<file path="src/rtl/rstseq_pkg.sv">
// Shared definitions for the reset sequencer: state encoding and the
// software-reset decode reused by devtbl-based board tops.
package rstseq_pkg;

    typedef enum logic [2:0] {
        RSTSEQ_HOLD = 3'd0,
        RSTSEQ_CNT  = 3'd1,
        RSTSEQ_WAIT = 3'd2,
        RSTSEQ_RUN  = 3'd3,
        RSTSEQ_COLD = 3'd4,
        RSTSEQ_OFF  = 3'd5
    } rstseq_state_t;

    function automatic logic sw_cold(input logic swrst0, input logic swrst1);
        return swrst0 & swrst1;
    endfunction

    function automatic logic sw_warm(input logic swrst0, input logic swrst1, input logic cpurst);
        return (!swrst0 & swrst1) | cpurst;
    endfunction

    function automatic logic sw_off(input logic swrst0, input logic swrst1);
        return swrst0 & !swrst1;
    endfunction

    // Index width that stays legal for a single-domain build.
    function automatic int idx_width(input int n);
        return (n > 1) ? $clog2(n) : 1;
    endfunction

endpackage

</file>
<file path="src/rtl/rstseq_sync2.sv">
// Two-flop synchroniser with asynchronous active-low clear; the output is
// forced low while rst_n is asserted.
module rstseq_sync2 #(
    parameter int WIDTH = 1
) (
    input  logic             clk_i,
    input  logic             rst_n,
    input  logic [WIDTH-1:0] d,
    output logic [WIDTH-1:0] q
);

    logic [WIDTH-1:0] meta_reg;
    logic [WIDTH-1:0] sync_reg;

    always_ff @(posedge clk_i or negedge rst_n) begin
        if (!rst_n) begin
            meta_reg <= '0;
            sync_reg <= '0;
        end else begin
            meta_reg <= d;
            sync_reg <= meta_reg;
        end
    end

    assign q = sync_reg;

endmodule

</file>
<file path="src/rtl/rstseq.sv">
// Reset sequencer: releases reset domains in index order after a hold period
// and optional upstream ready, and handles cold/warm/power-off requests.
module rstseq
    import rstseq_pkg::*;
#(
    parameter int                  DOMCOUNT   = 3,
    parameter int                  CNTRBITSZ  = 16,
    parameter int                  RSTCYCLES  = 'hffff,
    parameter int                  RDYTIMEOUT = 'hffff,
    parameter logic [DOMCOUNT-1:0] RDYMASK    = {DOMCOUNT{1'b0}},
    parameter int                  WARMDOM    = 1,
    parameter int                  GSRCYCLES  = 4
) (
    input  logic                clk_i,
    input  logic                rst_n,
    input  logic                pll_locked_i,
    input  logic                swrst0_i,
    input  logic                swrst1_i,
    input  logic                cpurst_i,
    input  logic [DOMCOUNT-1:0] dom_rdy_i,
    output logic [DOMCOUNT-1:0] dom_rst_o,
    output logic                gsr_o,
    output logic                pwroff_o,
    output logic                err_o,
    output logic                busy_o
);

    localparam int IDXW = idx_width(DOMCOUNT);
    localparam logic [IDXW-1:0]      LAST_IDX = IDXW'(DOMCOUNT - 1);
    localparam logic [IDXW-1:0]      WARM_IDX = IDXW'(WARMDOM);
    localparam logic [CNTRBITSZ-1:0] RST_LOAD = CNTRBITSZ'(RSTCYCLES - 1);
    localparam logic [CNTRBITSZ-1:0] RDY_LOAD = CNTRBITSZ'(RDYTIMEOUT - 1);
    localparam logic [CNTRBITSZ-1:0] GSR_LOAD = CNTRBITSZ'(GSRCYCLES - 1);

    rstseq_state_t         state_reg, state_next;
    logic [IDXW-1:0]       idx_reg, idx_next;
    logic [CNTRBITSZ-1:0]  cntr_reg, cntr_next;
    logic [DOMCOUNT-1:0]   dom_rst_reg, dom_rst_next;
    logic                  gsr_reg, gsr_next;
    logic                  pwroff_reg, pwroff_next;
    logic                  err_reg, err_next;
    logic                  busy_reg, busy_next;
    logic                  pll_sync;
    logic                  rdy_ok;
    logic [DOMCOUNT-1:0]   warm_mask;

    wire cold_req = sw_cold(swrst0_i, swrst1_i);
    wire warm_req = sw_warm(swrst0_i, swrst1_i, cpurst_i);
    wire off_req  = sw_off(swrst0_i, swrst1_i);

    rstseq_sync2 #(.WIDTH(1)) u_pll_sync (
        .clk_i (clk_i),
        .rst_n (rst_n),
        .d     (pll_locked_i),
        .q     (pll_sync)
    );

    // Domains at or above WARMDOM are the ones a warm reset re-asserts.
    generate
        for (genvar gi = 0; gi < DOMCOUNT; gi++) begin : g_warm_mask
            assign warm_mask[gi] = (gi >= WARMDOM);
        end
    endgenerate

    always_ff @(posedge clk_i or negedge rst_n) begin
        if (!rst_n) begin
            state_reg   <= RSTSEQ_HOLD;
            idx_reg     <= '0;
            cntr_reg    <= '0;
            dom_rst_reg <= '1;
            gsr_reg     <= 1'b0;
            pwroff_reg  <= 1'b0;
            err_reg     <= 1'b0;
            busy_reg    <= 1'b1;
        end else begin
            state_reg   <= state_next;
            idx_reg     <= idx_next;
            cntr_reg    <= cntr_next;
            dom_rst_reg <= dom_rst_next;
            gsr_reg     <= gsr_next;
            pwroff_reg  <= pwroff_next;
            err_reg     <= err_next;
            busy_reg    <= busy_next;
        end
    end

    always_comb begin
        state_next   = state_reg;
        idx_next     = idx_reg;
        cntr_next    = cntr_reg;
        dom_rst_next = dom_rst_reg;
        gsr_next     = gsr_reg;
        pwroff_next  = pwroff_reg;
        err_next     = err_reg;
        rdy_ok       = (idx_reg == LAST_IDX) || !RDYMASK[idx_reg] || dom_rdy_i[idx_reg];

        if (state_reg == RSTSEQ_OFF) begin
            dom_rst_next = '1;
        end else if (off_req) begin
            state_next   = RSTSEQ_OFF;
            pwroff_next  = 1'b1;
            gsr_next     = 1'b0;
            dom_rst_next = '1;
        end else if (cold_req) begin
            state_next   = RSTSEQ_COLD;
            gsr_next     = 1'b1;
            cntr_next    = GSR_LOAD;
            idx_next     = '0;
            dom_rst_next = '1;
        end else begin
            case (state_reg)
                RSTSEQ_HOLD: begin
                    dom_rst_next = '1;
                    if (pll_sync) begin
                        state_next = RSTSEQ_CNT;
                        idx_next   = '0;
                        cntr_next  = RST_LOAD;
                    end
                end
                RSTSEQ_COLD: begin
                    if (cntr_reg == '0) begin
                        gsr_next   = 1'b0;
                        state_next = RSTSEQ_HOLD;
                    end else begin
                        cntr_next = cntr_reg - 1'b1;
                    end
                end
                RSTSEQ_CNT, RSTSEQ_WAIT, RSTSEQ_RUN: begin
                    if (!pll_sync) begin
                        state_next   = RSTSEQ_HOLD;
                        idx_next     = '0;
                        cntr_next    = '0;
                        dom_rst_next = '1;
                    end else if (warm_req && idx_reg >= WARM_IDX) begin
                        state_next   = RSTSEQ_CNT;
                        idx_next     = WARM_IDX;
                        cntr_next    = RST_LOAD;
                        dom_rst_next = dom_rst_reg | warm_mask;
                    end else if (state_reg == RSTSEQ_CNT) begin
                        // A warm request arriving before WARMDOM only stretches the hold.
                        if (warm_req) begin
                            cntr_next = RST_LOAD;
                        end else if (cntr_reg == '0) begin
                            dom_rst_next[idx_reg] = 1'b0;
                            state_next = RSTSEQ_WAIT;
                            cntr_next  = RDY_LOAD;
                        end else begin
                            cntr_next = cntr_reg - 1'b1;
                        end
                    end else if (state_reg == RSTSEQ_WAIT) begin
                        if (rdy_ok || cntr_reg == '0) begin
                            if (!rdy_ok) begin
                                err_next = 1'b1;
                            end
                            if (idx_reg == LAST_IDX) begin
                                state_next = RSTSEQ_RUN;
                            end else begin
                                state_next = RSTSEQ_CNT;
                                idx_next   = idx_reg + 1'b1;
                                cntr_next  = RST_LOAD;
                            end
                        end else begin
                            cntr_next = cntr_reg - 1'b1;
                        end
                    end else begin
                        dom_rst_next = '0;
                    end
                end
                default: begin
                    state_next   = RSTSEQ_HOLD;
                    idx_next     = '0;
                    cntr_next    = '0;
                    dom_rst_next = '1;
                end
            endcase
        end

        busy_next = (state_next != RSTSEQ_RUN);
    end

    assign dom_rst_o = dom_rst_reg;
    assign gsr_o     = gsr_reg;
    assign pwroff_o  = pwroff_reg;
    assign err_o     = err_reg;
    assign busy_o    = busy_reg;

endmodule
</file>
<file path="config.mk">
export PLATFORM = sky130hd
export DESIGN_NAME = rstseq
export DESIGN_NICKNAME = d
export VERILOG_FILES = /design/src/rtl/rstseq_pkg.sv /design/src/rtl/rstseq_sync2.sv /design/src/rtl/rstseq.sv
export SDC_FILE = /design/constraint.sdc
export NUM_CORES = 1
export LEC_CHECK = 0
export CORE_MARGIN = 3
export CORE_UTILIZATION = 45
export CTS_CLUSTER_SIZE = 8
export DETAILED_ROUTE_END_ITERATION = 6
export GPL_TIMING_DRIVEN = 0
export HOLD_SLACK_MARGIN = 0.08
export SLEW_MARGIN = 20
export SYNTH_ARGS = -nofsm -noshare
export SYNTH_HDL_FRONTEND = slang
export SYNTH_HIERARCHICAL = 1
export SYNTH_SLANG_ARGS = --single-unit
export TNS_END_PERCENT = 10
</file>
<file path="constraint.sdc">
create_clock -name clk_i -period 2.2 [get_ports clk_i]
set_input_delay 0.22 -clock clk_i [delete_from_list [all_inputs] [get_ports clk_i]]
set_output_delay 0.22 -clock clk_i [all_outputs]
set_load 0.03 [all_outputs]
</file>
==> flow_metrics.env <==
export IMPL_synthToLayoutAreaGrowth_pct=17.8
export IMPL_htree_num_levels=2
export IMPL_ant_nets=0
export IMPL_critPathMaxStageDelay_ns=0.37
export IMPL_yosysUniqueCellTypes=52
export IMPL_cts_clk_slew_worst_paths_ns=0.06
export IMPL_cts_buffers=5
export IMPL_core_region_area_mm2=0.00383
export IMPL_status="finished clean"
export IMPL_syn_nets=226
export IMPL_worstPathArrival_ns=2.28
export IMPL_fmaxAchievable_mhz=470
export IMPL_ir_worst_vdd_uv=778
export IMPL_setup_viol=0
export IMPL_synth_top_area_frac=0.333
export IMPL_drt_pre_antenna_iters=4
export IMPL_via_per_inst=5.98
export IMPL_synth_edf_count=0
export IMPL_critPathSlowestCell="dfrtp_1"
export IMPL_cp_end_kind="register"
export IMPL_synth_area_mm2=0.00188
export IMPL_finish_net_count=249
export IMPL_grt_overflow_total=0
export IMPL_die_w_um=70.6
export IMPL_start_util=0.491
export IMPL_dp_slack_ns=-0.197
export IMPL_min_period_ns=2.13
export IMPL_tightest_slew_ns=0.656
export IMPL_ys_seq_elements=29
export IMPL_grt_antenna_before_repair=0
export IMPL_drt_iter0_markers=151
export IMPL_final_core_util=0.578
export IMPL_gp_congestion=0.904
export IMPL_wirelength_um=4650
export IMPL_timing_max_cap_violations=0
export IMPL_grt_usage=0.192
export IMPL_clockBufferDepth=2
export IMPL_synth_flop_cell="dfrtp_1"
export IMPL_seq_area_um2=731
export IMPL_dpl_instance_area_mm2=0.00204
export IMPL_first_global_vias=1629
export IMPL_grt_pass1_wl_um=7670
export IMPL_worst_slack_ns=0.0733
export IMPL_multiInputGateArea_mm2=0.00110
export IMPL_port_buffers=11
export IMPL_skew_ns=0.00655
export IMPL_num_fill_cells=364
export IMPL_largest_reg_flops=16
export IMPL_cts_root_buf="clkbuf_8"
export IMPL_dp_hpwl_um=3280
export IMPL_clock_sinks=29
export IMPL_slew_headroom=0.563
export IMPL_synth_area_leaders="dfrtp_1 (33%), dfstp_2 (5.6%), nor2_1 (4.4%)"
export IMPL_antenna_cells=0
export IMPL_power_density_mw_per_mm2=1440
export IMPL_vias=1693
export IMPL_startpoint_type="register"
export IMPL_drive_above_1_share=0.179
export IMPL_finalHoldViolCount=0
export IMPL_final_area_mm2=0.00221
export IMPL_wire_per_inst_um=16.4
export IMPL_design_portCount=16
export IMPL_cts_tree="yes"
export IMPL_fin_crit_sh=0.967
export IMPL_crit_fanout=10
export IMPL_die_area_mm2=0.00498
export IMPL_grt_max_degree=30
export IMPL_num_rows=22
export IMPL_report_final_slew_viol_count=0
export IMPL_p_leak_nw=0.915
export IMPL_required_ns=2.35
export IMPL_cp_cell_sequence="inv_1, ha_1, nor3_2, a211oi_2, a221oi_4, buf_4, buf_6, o21ai_1, o2bb2ai_1"
export IMPL_remaining_drc_errors=0
export IMPL_ys_seq_area_frac=0.389
export IMPL_syn_inst=211
export IMPL_ys_warn_count=6
export IMPL_clk_latency_ns=0.28
export IMPL_fp_dieH_um=70.6
export IMPL_async_reset_ff_frac=1.00
export IMPL_yosys_area_top_type="dfrtp_1"
export IMPL_min_path_type="reg2reg"
export IMPL_postSynthAreaPerCell_um2=8.89
export IMPL_worstSetupPathType="reg2reg"
[power by group]
group,internal (W),total [W],switching [W]
clock network,0.000219,0.000419,0.000200
logic,0.000753,0.00187,0.00111
registers,0.000705,0.000892,0.000187
[cell usage after synthesis, drive strengths merged, types with 3 or more instances]
cell type	count
nor4	4
a22o	6
a211oi	3
a31oi	4
nor2b	5
inv	7
nor3	10
o2bb2ai	6
nand3	6
nand2b	3
dfrtp	25
o21ai	23
o211ai	3
ha	6
dfstp	4
and2	3
nand2	21
o31ai	5
nor2	23
a21oi	10
buf	7
a21o	4
[area by class of cell]
cell class,instances,share of cell area
Inverter,7,0.0119
Timing Repair Buffer,16,0.0656
Sequential cell,29,0.331
Buffer,9,0.0311
Clock inverter,2,0.00453
Tap cell,48,0.0272
Clock buffer,6,0.0328
Multi-Input combinational cell,166,0.496
[what timing repair did]
item | in CTS | in global routing
pin swaps | 1 | 1
resized for setup | 4 | 5
hold buffers | 1 | 0
endpoints found under the hold margin | 25 | 0
endpoints found under the setup margin | 9 | 17
buffers inserted | 0 | 4
[kinds of logic after synthesis]
kind of cell,synth area share
buffers and inverters,0.0507
adder cells (fa/ha/maj),0.0400
AO/OA/AOI/OAI,0.281
flip-flops,0.389
AND/OR/NAND/NOR,0.237
other,0.00200
[routing by layer]
layer,wire length [um],vias up,track usage
met3,235,16,0.0483
li1,-,823,-
met2,2200,49,0.310
met4,119,0,0.0585
met1,2090,805,0.254
met5,0,-,0
[metrics by stage]
step / hold WS [ns] / std cells / total power (W) / setup TNS [ns]
after floorplan: -0.0756 / 211 / 0.00217 / 0
after global placement: 0.340 / 270 / 0.00257 / -2.52
after detailed placement: 0.293 / 270 / 0.00259 / -2.31
after CTS: 0.357 / 279 / 0.00304 / 0
after global routing: 0.368 / 283 / 0.00344 / -0.0159
final: 0.354 / 283 / 0.00318 / 0
[cells in the final DEF, fill, tap and decap left out, types with 4 or more instances in the layout]
cell             instances
a21o_1                   4
nand3_1                  5
o31ai_1                  5
a22o_1                   5
clkdlybuf4s50_1         10
inv_1                    6
buf_4                    7
nand2_1                 20
o21ai_0                 13
ha_1                     6
dfstp_2                  4
o21ai_1                 10
o2bb2ai_1                6
nor3_1                   9
a21oi_1                 10
dfrtp_1                 25
clkbuf_8                 5
nor2_1                  22
[worst max-delay path: cells and delay by family, from the launching register on]
| kind | cells | cell delay [ns] |
|---|---|---|
| flip-flops | 1 | 0.37 |
| AO/OA/AOI/OAI | 4 | 0.64 |
| adder cells (fa/ha/maj) | 1 | 0.25 |
| AND/OR/NAND/NOR | 1 | 0.30 |
| buffers and inverters | 3 | 0.43 |
[final timing paths]
| path | end | slack (ns) | startpoint | depth (start not counted) |
|---|---|---|---|---|
| setup / recovery | cntr_reg[14]$_DFFE_PN0P_ | 0.07 | idx_reg[0]$_DFFE_PN0P_ | 9 |
| hold / removal | u_pll_sync/q$_DFF_PN0_ | 0.35 | u_pll_sync/meta_reg$_DFF_PN0_ | 0 |
| min in group asynchronous | cntr_reg[7]$_DFFE_PN0P_ | 0.51 | rst_n | 2 |
| max in group asynchronous | cntr_reg[1]$_DFFE_PN0P_ | 1.26 | rst_n | 2 |
| setup reg to reg | cntr_reg[14]$_DFFE_PN0P_ | 0.07 | idx_reg[0]$_DFFE_PN0P_ | 9 |
| hold reg to reg | u_pll_sync/q$_DFF_PN0_ | 0.35 | u_pll_sync/meta_reg$_DFF_PN0_ | 0 |
Power figures use the tool's default switching activity.
